<file path="config.mk">
export PLATFORM = sky130hd
export DESIGN_NAME = ctrl_seq
export DESIGN_NICKNAME = d
export VERILOG_FILES = /design/src/rtl/ctrl_seq.sv
export SDC_FILE = /design/constraint.sdc
export NUM_CORES = 1
export LEC_CHECK = 0
export ABC_AREA = 0
export BUFFER_PORTS_ARGS = -buffer_cell sky130_fd_sc_hd__buf_4
export CAP_MARGIN = 20
export CORE_MARGIN = 2
export CORE_UTILIZATION = 42
export DETAILED_ROUTE_END_ITERATION = 16
export HOLD_SLACK_MARGIN = 0.06
export PLACE_DENSITY = 0.79
export SYNTH_ARGS = -nofsm -noshare
export SYNTH_HDL_FRONTEND = slang
export SYNTH_SLANG_ARGS = --single-unit
</file>
<file path="constraint.sdc">
create_clock -name Clk -period 1.5 [get_ports Clk]
set_input_delay 0 -clock Clk [delete_from_list [all_inputs] [get_ports Clk]]
set_output_delay 0 -clock Clk [all_outputs]
set_load 0.01 [all_outputs]
</file>
<file path="src/rtl/ctrl_seq.sv">
// Sequential control unit: decodes the opcode field into datapath/fetch controls,
// owns the Zero flag and sequences idle/run/halt plus a multi-cycle load stall.
module ctrl_seq #(
    parameter int             IW       = 9,
    parameter int             OPW      = 4,
    parameter int             OP_LSB   = 5,
    parameter int             LOAD_LAT = 2,
    parameter logic [OPW-1:0] OP_NOP   = 4'b0000,
    parameter logic [OPW-1:0] OP_LOAD  = 4'b0100,
    parameter logic [OPW-1:0] OP_STORE = 4'b0101,
    parameter logic [OPW-1:0] OP_JUMP  = 4'b1100,
    parameter logic [OPW-1:0] OP_BZ    = 4'b1101,
    parameter logic [OPW-1:0] OP_HALT  = 4'b1111
) (
    input  logic          Clk,
    input  logic          Reset_n,
    input  logic          Start,
    input  logic [IW-1:0] Instruction,
    input  logic          ZeroIn,
    output logic          Jump,
    output logic          BranchEn,
    output logic          PcEn,
    output logic          RegWrite,
    output logic          MemRead,
    output logic          MemWrite,
    output logic          ZeroFlag,
    output logic          Halted
);

    typedef enum logic [1:0] {
        IDLE      = 2'd0,
        RUN       = 2'd1,
        LOAD_WAIT = 2'd2,
        HALT      = 2'd3
    } state_t;

    localparam logic [3:0] WAIT_INIT = 4'(LOAD_LAT - 1);

    state_t           state;
    state_t           next_state;
    logic             zero_flag;
    logic             next_zero;
    logic [3:0]       count;
    logic [3:0]       next_count;
    logic [OPW-1:0]   op;
    logic             unused_instr_bits;

    assign op                = Instruction[OP_LSB+OPW-1:OP_LSB];
    assign unused_instr_bits = ^Instruction;

    always_ff @(posedge Clk or negedge Reset_n) begin
        if (!Reset_n) begin
            state     <= IDLE;
            zero_flag <= 1'b0;
            count     <= 4'd0;
        end else begin
            state     <= next_state;
            zero_flag <= next_zero;
            count     <= next_count;
        end
    end

    always_comb begin
        next_state = state;
        next_zero  = zero_flag;
        next_count = count;
        Jump       = 1'b0;
        PcEn       = 1'b0;
        RegWrite   = 1'b0;
        MemRead    = 1'b0;
        MemWrite   = 1'b0;

        case (state)
            IDLE: begin
                if (Start) next_state = RUN;
            end

            RUN: begin
                PcEn = 1'b1;
                case (op)
                    OP_NOP: ;
                    OP_LOAD: begin
                        MemRead    = 1'b1;
                        PcEn       = 1'b0;
                        next_count = WAIT_INIT;
                        next_state = LOAD_WAIT;
                    end
                    OP_STORE: MemWrite = 1'b1;
                    OP_JUMP:  Jump = 1'b1;
                    // Branch resolves on the flag as it stood before this edge.
                    OP_BZ:    Jump = zero_flag;
                    OP_HALT: begin
                        PcEn       = 1'b0;
                        next_state = HALT;
                    end
                    default: begin
                        RegWrite  = 1'b1;
                        next_zero = ZeroIn;
                    end
                endcase
            end

            LOAD_WAIT: begin
                MemRead = 1'b1;
                if (count == 4'd0) begin
                    RegWrite   = 1'b1;
                    PcEn       = 1'b1;
                    next_state = RUN;
                end else begin
                    next_count = count - 4'd1;
                end
            end

            HALT: begin
                if (Start) next_state = RUN;
            end

            default: next_state = IDLE;
        endcase
    end

    assign BranchEn = Jump;
    assign ZeroFlag = zero_flag;
    assign Halted   = (state == HALT);

endmodule

</file>
Yosys cells after proc, flatten, opt, wreduce, memory -nomap -nowiden --
Cells that the tools add are included.
Operators by class: bitwise logic cells 1, multipliers 0, reduce and logical (&&, ||, !) cells 10, muxes and demuxes 18, equality and inequality tests 13, shift operators 0, divide/modulo/power cells 0, add/subtract/negate cells 1, $lt $le $gt $ge 0
Operators by type and width (number):
- $eq A4 B4 Y1 const B | 3
- $eq A4 B3 Y1 const B | 2
- $logic_not A4 Y1 | 2
- $mux W4 | 2
- $pmux W1 S2 | 4
- $pmux W4 S2 | 1
- $mux W1 | 7
- $ne A2 B2 Y1 const B | 3
- $pmux W2 S3 | 1
- $reduce_and A3 Y1 | 2
- $reduce_or A6 Y1 | 1
- $eq A2 B2 Y1 const B | 2
- $mux W2 | 2
- $pmux W2 S2 | 1
- $reduce_or A2 Y1 | 2
- $sub A4 B1 Y4 const B | 1
- $ne A3 B2 Y1 const B | 1
- $eq A2 B1 Y1 const B | 1
- $logic_not A2 Y1 | 1
- $ne A2 B1 Y1 const B | 1
- $reduce_and A2 Y1 | 1
- $reduce_bool A2 Y1 | 1
- $not A1 Y1 | 1
Storage, ports and cells: output and inout port bits 8, memory bits (read-only) 0, logic and storage cells 46, register bits 7, memories 0, bits in latches 0, RAM bits 0

Longest topological paths before layout --
Gate-level depths: netlist of run 1.
word-level depth 4, depth in mapped cells 7

Worst setup path after synthesis of run 1 --
OpenSTA, ideal clock, no wires.
path kind reg2reg, start point register state[0], end point register state[1], data required time 1.373 ns, arrival 1.377 ns, path slack -0.004 ns, cell stages (with the launch flop) 8, cells stage by stage dfrtp_1 > inv_1 > ha_1 > buf_4 > and2_1 > a221oi_2 > mux2i_1 > a21oi_1
On the way: cells in the longest elaborated chain, start to end 4, elaborated cells on any way between the ends 10, those cells by class eq/ne (6); mux (1); reduce/logical (3)
RTL lines:
- from (decl) | RTL line 39 | state_t state;
- from (signal assigned) | RTL line 57 | state <= next_state;
- $eq A2 B2 Y1 / $logic_not A2 Y1 (equally long branches) | RTL line 73 | case (state)
- $reduce_or A2 Y1 (no line)
- $ne A2 B1 Y1 (no line)
- $reduce_and A3 Y1 (no line)
Parallel ways exist; a longest one is shown, timed or not. A chain may end at the register's enable or synchronous reset.

Final worst setup path of run 1 --
start point register state[1], end point register state[1]
Same word-level chain as after synthesis.

==> flow_summary.toml, run 1 <==
[global_routing]
grt.overflow.total = 0
grt_pass1_vias = 476
grt_antenna_before_repair = 0
track_usage_pct = 15.4
grt_pass1_wl_um = 2050
grt_max_degree = 9

[detailed_routing]
vias = 545
drtPass1Iterations = 5
routedWlPerCell_um = 12.3
drt_iter0_markers = 12
vias_per_cell = 5.29
wl_um = 1270
drtAntennaViolNets = 0
drc = 0

[clocking]
h-tree-depth = 1
clockBufferDepth = 2
clkTransAtPathRegs_ns = 0.05
clock_latency_ns = 0.25
cts_made_buffers = 3
cts.sinks = 7
cts_tree = "yes"
cts-root-buf = "clkbuf_4"

[timing]
clock_skew_ns = 0.00482
min_period_over_period_pct = 100
relSlewSlack_pct = 81.4
tightest_slew_ns = 0.271
setup_viol = 1
layout_setup_ws_ns = -0.000644
final_max_slew_viol_count = 0
tns_ns = -0.000644
final-hold-violation-count = 0
finalCriticalPeriod_ns = 1.50
fmax_ghz = 0.666
rsz0062_at_grt = "true"

[synthesis]
yosysUniqueCellTypes = 31
synthAdderAreaFrac_pct = 8.44
synthXorXnorAreaFrac_pct = 0
ys_seq_area_share_pct = 29.5
synth.most_common_cell = "dfrtp_1"
yosysTopAreaCell = "dfrtp_1"
muxShareOfSynthArea_pct = 7.17
synth_cells = 63
synth_warnings = 0
synth_edf_count = 0
ys_ff_latch = 7
synth_commonest_cells = "dfrtp_1 (7), a21oi_1 (6), inv_1 (6)"
syn_area_um2 = 593
syn_area_per_cell_um2 = 9.41
synth.area.top_cells = "dfrtp_1 (30%), ha_1 (8.4%), a21oi_1 (5.1%)"
synth_top_family_by_area = "simple AND/OR/NAND/NOR gates"
synth_compound_area_share_pct = 16.9
synth-simple-area-share_pct = 27.4
synth_top_area_share_pct = 29.5
async_flop_share_pct = 100
syn_nets = 80
synthFlopType = "dfrtp_1"

[floorplan]
rows = 13
io_pins = 21
die_w_um = 41.6
die_h_um = 41.6
start_util_pct = 45.0
dieArea_um2 = 1730
core_area_um2 = 1320

[setup_path]
crit_buf_inv = 1
worst_setup_path_start_kind = "flop"
worstSetupEndpointType = "flop"
crit_arrival_ns = 1.63
rrSetupSlack_ns = -0.0006
crit_path_max_fanout = 5
criticalPathCategory = "flop to flop"
path_cells = "buf_6 > ha_4 > and2_4 > a221oi_4 > mux2i_1 > a21oi_1"
cp_top_family = "flip-flops"
critical_path.max_stage_delay_ns = 0.42
cp.required_ns = 1.63
crit_path_top_delay_cell = "dfrtp_1"

[cells_and_area]
antenna_cells = 0
layout.nets = 106
drive_above_1_share_pct = 53.4
syn2layout_area_growth_pct = 47.3
fin_util_pct = 66.3

[power]
ir_drop_mv = 1.36
power_mw = 1.62
p_leak_nw = 0.415
p_per_area_nw_per_um2 = 1850

[placement]
dp_hpwl_um = 876
post-place-ws_ns = -0.0249
routabilityCongestion = 0.771
portBuffers = 15

[status]
violations = "setup timing"
status = "complete, but fails checks"

[worst_hold_path]
min_path_type = "input port to asynchronous set/reset pin"

[run]
maxCapViolCount = 0
==> per-layer routing <==
layer  GRT usage, %  routed length, µm  vias up
met1           18.5                577      254
li1               -                  -      282
met4           5.81                  0        0
met5              0                  0        -
met3           5.65                 54        0
met2           25.0                637        9
==> per-stage QoR <==
stage	hold WS (ns)	std cells	instance area, µm²
final	0.0951	103	873
after global routing	0.0922	103	873
after CTS	0.0881	101	823
after detailed placement	-0.182	94	722
after global placement	-0.182	94	722
after floorplan	-0.296	63	597
==> power breakdown <==
| part | leakage, nW | internal, mW | switching (mW) |
|---|---|---|---|
| logic | 0.315 | 0.611 | 0.499 |
| registers | 0.0846 | 0.261 | 0.0721 |
| clock network | 0.0150 | 0.102 | 0.0711 |
==> worst register-to-register path, delay by kind of cell, from the launching register on <==
family,cells,cell delay [ns]
muxes,1,0.22
buffers and inverters,1,0.14
adders and majority gates,1,0.17
DFF,1,0.42
AOI/OAI and AO/OA,2,0.29
and+or+nand+nor,1,0.14
==> registers in the layout (all words and copies together) (netlist names) <==
register,flops
count,4
ZeroFlag,1
state,2
==> timing repair <==
item | CTS | global route
setup buffers | 1 | 2
cloned | 0 | 0
hold buffers | 2 | 0
setup endpoints to repair | 6 | 11
gates resized for setup | 10 | 10
pin swaps | 4 | 5
hold endpoints to repair | 8 | 0
==> worst paths after layout <==
check | start | end | cells after the start
worst max-delay path | state[1]$_DFFE_PN0P_ | state[1]$_DFFE_PN0P_ | 6
worst min-delay path | Reset_n | count[2]$_DFFE_PN0P_ | 2
worst max register to register | state[1]$_DFFE_PN0P_ | state[1]$_DFFE_PN0P_ | 6
worst min register to register | ZeroFlag$_DFFE_PN0P_ | ZeroFlag$_DFFE_PN0P_ | 1
max in group asynchronous | Reset_n | state[0]$_DFFE_PN0P_ | 2
min in group Clk | Instruction[7] | state[1]$_DFFE_PN0P_ | 3
==> final cells by class <==
cell class	instances	area [µm²]
fillers	106	444
multi-input cells	46	429
repair buffers	25	200
flip-flops and latches	7	176
clock buffers	4	26.3
inverters	6	22.5
well taps	15	18.8
==> cell families after synthesis <==
| logic type | count (synthesis) |
|---|---|
| simple gates | 24 |
| compound gates | 14 |
| buf+inv | 10 |
| flops | 7 |
| mux | 4 |
| fa+ha+maj | 4 |
==> cells in the final DEF, fill, tap and decap left out, drive strengths merged, types with 2 or more instances in the layout <==
cell type,synthesis,final
a21oi,6,6
a22o,3,3
buf,3,23
clkbuf,1,4
dfrtp,7,7
dlygate4sd3,0,2
ha,4,4
inv,6,6
mux2,2,2
mux2i,2,2
nand2,4,4
nand2b,2,2
nor2,5,5
nor3,2,2
Power figures use the tool's default switching activity.
==> run 2, diff against run 1 <==
- CORE_AREA: not set -> 2 2 39 41
- CORE_MARGIN: 2 -> not set
- CORE_UTILIZATION: 42 -> not set
- DIE_AREA: not set -> 0 0 41 43
- PLACE_DENSITY: 0.79 -> 0.8
- clock period: 1.5 -> 1.53 ns (I/O delays scaled with it)
==> flow_summary.toml, run 2 (same netlist as run 1, synthesis figures left out) <==
[floorplan]
start_util_pct = 42.9
die_h_um = 43
io_pins = 21
rows = 14
core_area_um2 = 1380
die_w_um = 41
dieArea_um2 = 1760

[power]
pwr-share-seq_pct = 20.2
p_per_area_nw_per_um2 = 1820
p_leak_nw = 0.416
power_switching_mw = 0.623
combPwrFrac_pct = 69.6
intPower_mw = 0.959
power_frac_clock_pct = 10.2
sw_frac_of_total_pct = 39.4
ir_drop_mv = 0.767

[timing]
clock_skew_ns = 0.00334
rsz0062_at_grt = "true"
relSlewSlack_pct = 80.6
fmax_ghz = 0.678
setup_viol = 0
finalCriticalPeriod_ns = 1.48
final-hold-violation-count = 0
min_period_over_period_pct = 96.4
layout_setup_ws_ns = 0.0550
tns_ns = 0
whs_ns = 0.103
tightest_slew_ns = 0.288
final_max_slew_viol_count = 0

[cells_and_area]
largest_register_ffs = 4
drive_above_1_share_pct = 52.8
layout.nets = 107
mostFrequentLayoutCells = "buf_4 (23), dfrtp_1 (6)"
fin_util_pct = 62.9
largest_register = "count"
antenna_cells = 0
mostFrequentLayoutCell = "buf_4"
syn2layout_area_growth_pct = 46.8
fill_cells = 127

[detailed_routing]
vias_per_cell = 5.12
drc = 0
top_layer_used = "met3"
wl_um = 1280
drtPass1Iterations = 4
met1_length_um = 566
drt_iter0_markers = 13
vias = 538
met2_length_um = 659
drtAntennaViolNets = 0
routedWlPerCell_um = 12.2
wl_met3_um = 55

[status]
status = "finished clean"

[run]
maxCapViolCount = 0

[clocking]
cts-root-buf = "clkbuf_4"
h-tree-depth = 1
clock_latency_ns = 0.24
clockBufferDepth = 2
cts_made_buffers = 3
clkTransAtPathRegs_ns = 0.05
cts.sinks = 7
cts_tree = "yes"

[setup_path]
cp.required_ns = 1.53
r2r_cells = 5
criticalPathCategory = "flop to primary output"
worst_setup_path_start_kind = "flop"
crit_arrival_ns = 1.48
path_cells = "buf_4 > ha_4 > buf_6 > o211ai_1 > a21oi_1 > buf_4"
worstSetupEndpointType = "primary output"
crit_path_max_fanout = 8
critical_path.max_stage_delay_ns = 0.41
crit_path_top_delay_cell = "dfrtp_2"
crit_top_cell = "buf_4"

[global_routing]
grt.overflow.total = 0
track_usage_pct = 16.2
grt_antenna_before_repair = 0
grt_max_degree = 9
grt_pass1_vias = 496
grt_pass1_wl_um = 1950

[placement]
routabilityCongestion = 0.736
portBuffers = 15
post-place-ws_ns = -0.0331
dp_hpwl_um = 951

[worst_hold_path]
min_path_type = "input port to asynchronous set/reset pin"
[run 2: cell types whose count changed in the layout (fill, tap and decap cells not counted), sizes merged]
cell  previous run  this run
buf             23        24
[run 2: routing by layer]
metal | vias to the layer above | global-route usage [%]
met5 | - | 0
met4 | 0 | 8.00
met3 | 0 | 1.57
met2 | 11 | 29.1
met1 | 243 | 17.1
li1 | 284 | -
[run 2: metrics by stage]
step	std cells	total power [mW]	area, µm²
after floorplan	63	0.890	593
after global placement	95	1.10	723
after detailed placement	95	1.13	723
after CTS	102	1.37	795
after global routing	105	1.71	871
final	105	1.58	871
[run 2: critical path, delay by kind of cell (launching register included)]
family	cells	cell delay, ns
buffers and inverters	3	0.43
adders and majority gates	1	0.16
DFF	1	0.41
AOI/OAI and AO/OA	2	0.23
[run 2: worst paths after layout]
| kind | start | end | slack [ns] |
|---|---|---|---|
| worst max-delay path | state[0]$_DFFE_PN0P_ | RegWrite | 0.05 |
| worst min-delay path | Reset_n | count[2]$_DFFE_PN0P_ | 0.10 |
| worst max register to register | state[1]$_DFFE_PN0P_ | state[1]$_DFFE_PN0P_ | 0.07 |
| worst min register to register | ZeroFlag$_DFFE_PN0P_ | ZeroFlag$_DFFE_PN0P_ | 0.53 |
| max in group asynchronous | Reset_n | state[0]$_DFFE_PN0P_ | 1.29 |
| min in group Clk | Instruction[7] | state[1]$_DFFE_PN0P_ | 0.15 |
[run 2: what timing repair did]
item,CTS,global route
buffers inserted,1,3
hold buffers,2,0
pin swaps,0,3
resized for setup,3,14
endpoints found under the setup margin,2,7
endpoints found under the hold margin,8,0
[run 2: layout make-up]
class | instances | area [µm²] | share of cell area, %
Multi-Input combinational cell | 46 | 422 | 48.4
Timing Repair Buffer | 26 | 204 | 23.4
Sequential cell | 7 | 176 | 20.3
Clock buffer | 4 | 26.3 | 3.02
Inverter | 6 | 22.5 | 2.59
Tap cell | 16 | 20.0 | 2.30
[run 2: power groups by stage]
stage                     logic, mW  clock network, mW  registers, mW
after detailed placement      0.820                  0          0.307
after CTS                     0.892              0.171          0.305
after global placement        0.797                  0          0.304
after global routing           1.21              0.176          0.329
after floorplan               0.586                  0          0.304
final                          1.10              0.161          0.319
==> run 3, diff against run 2 <==
- CTS_BUF_LIST: not set -> sky130_fd_sc_hd__clkbuf_4 sky130_fd_sc_hd__clkbuf_8 sky130_fd_sc_hd__clkbuf_16
==> flow_summary.toml, run 3 (same netlist as run 1, synthesis figures left out) <==
[setup_path]
rrSetupSlack_ns = 0.07
r2r_start = "state[0]$_DFFE_PN0P_"
critical_path.max_stage_delay_ns = 0.41
worstSetupEndpointType = "primary output"
path_cells = "buf_4 > ha_4 > buf_6 > o211ai_1 > a21oi_1 > buf_4"
crit_arrival_ns = 1.48
rr_endpoint = "count[0]$_DFFE_PN0P_"
cp.required_ns = 1.53
criticalPathCategory = "flop to primary output"
crit_top_cell = "buf_4"
crit_buf_inv = 3
r2r_cells = 5
crit_path_max_fanout = 8
crit_path_top_delay_cell = "dfrtp_2"
worst_setup_path_start_kind = "flop"
cp_top_family = "buffers and inverters"
setup.worst_path.start = "state[0]$_DFFE_PN0P_"

[detailed_routing]
routedWlPerCell_um = 12.2
vias = 540
met1_length_um = 565
met2_length_um = 662
wl_met3_um = 55
drc = 0
top_layer_used = "met3"
drtAntennaViolNets = 0
vias_per_cell = 5.14
drt_iter0_markers = 13
wl_um = 1280
drtPass1Iterations = 4

[global_routing]
grt_antenna_before_repair = 0
grt_max_degree = 9
grt_pass1_vias = 496
grt.overflow.total = 0
grt_pass1_wl_um = 1950
track_usage_pct = 16.2

[timing]
tightest_slew_ns = 0.288
final-hold-violation-count = 0
min_period_over_period_pct = 96.5
final_max_slew_viol_count = 0
tns_ns = 0
relSlewSlack_pct = 80.6
fmax_ghz = 0.677
setup_viol = 0
clock_skew_ns = 0.00334
finalCriticalPeriod_ns = 1.48

[placement]
dp_cells = 95
portBuffers = 15
routabilityCongestion = 0.736
dp_hpwl_um = 951

[clocking]
cts_made_buffers = 3
cts_tree = "yes"
h-tree-depth = 1
cts.sinks = 7
clock_latency_ns = 0.24
cts-root-buf = "clkbuf_4"
clkTransAtPathRegs_ns = 0.05
clockBufferDepth = 2

[power]
ir_drop_mv = 0.766
p_per_area_nw_per_um2 = 1830
p_leak_nw = 0.418

[floorplan]
io_pins = 21
rows = 14
dieArea_um2 = 1760
die_w_um = 41
die_h_um = 43
start_util_pct = 42.9
core_area_um2 = 1380

[cells_and_area]
layout.nets = 107
drive_above_1_share_pct = 55.1
mostFrequentLayoutCell = "buf_4"
largest_register_ffs = 4
syn2layout_area_growth_pct = 47.7
largest_register = "count"
fin_cells = 105
antenna_cells = 0
mostFrequentLayoutCells = "buf_4 (23), dfrtp_1 (5)"

[worst_hold_path]
min_path_type = "input port to asynchronous set/reset pin"

[run]
maxCapViolCount = 0

[status]
status = "finished clean"
[run 3: cell count changes in the layout (fill, tap and decap cells not counted)]
cell,previous run,this run
dfrtp_1,6,5
clkbuf_1,1,0
clkbuf_4,3,4
dfrtp_2,1,2
[run 3: metal layers]
metal  vias up  GRT usage (%)
li1        285              -
met1       244           17.1
met2        11           29.1
met3         0           1.57
met4         0           8.00
met5         -              0
[run 3: timing repair]
item / 4_1_cts / 5_1_grt
hold buffers: 2 / 0
setup buffers: 1 / 3
setup endpoints to repair: 4 / 7
hold endpoints to repair: 8 / 0
pin swaps: 0 / 4
gates resized for setup: 3 / 15
[run 3: layout make-up]
type	instances	area (µm²)
repair buffers	26	204
flip-flops and latches	7	178
fillers	127	508
multi-input cells	46	422
inverters	6	22.5
well taps	16	20.0
clock buffers	4	30.0
[run 3: metrics by stage]
step / hold slack (ns) / worst slack, ns / area (µm²) / power (mW) / util (%)
after detailed placement: -0.182 / -0.0331 / 723 / 1.13 / 52.3
after global placement: -0.184 / 0.0200 / 723 / 1.10 / 52.3
after CTS: 0.0889 / -0.00106 / 798 / 1.39 / 57.7
after floorplan: -0.296 / 0.0256 / 593 / 0.890 / -
final: 0.102 / 0.0539 / 876 / 1.60 / 63.3
after global routing: 0.116 / -0.00280 / 876 / 1.74 / 63.3
[run 3: worst reg2reg max path, delay by kind of cell, from the launching register on]
family          cells  cell delay [ns]
compound gates      1             0.10
fa+ha+maj           1             0.16
buf+inv             1             0.15
flops               1             0.41
mux                 2             0.51
[run 3: where the power goes]
part / switching [mW] / internal, mW / leakage, nW / total (mW)
registers: 0.0651 / 0.258 / 0.0832 / 0.323
clock network: 0.0623 / 0.117 / 0.0184 / 0.179
logic: 0.496 / 0.604 / 0.316 / 1.10
total: 0.624 / 0.979 / 0.418 / 1.60
[run 3: how the worst max path moves through the flow]
| stage | to | slack, ns | cells past startpoint |
|---|---|---|---|
| finish | RegWrite | 0.05 | 6 |
| global route | state[1]$_DFFE_PN0P_ | -0.003 | 5 |
| CTS | RegWrite | -0.001 | 7 |
| detailed placement | state[1]$_DFFE_PN0P_ | -0.03 | 6 |
| global placement | state[1]$_DFFE_PN0P_ | 0.02 | 6 |
| floorplan | state[1]$_DFFE_PN0P_ | 0.03 | 7 |
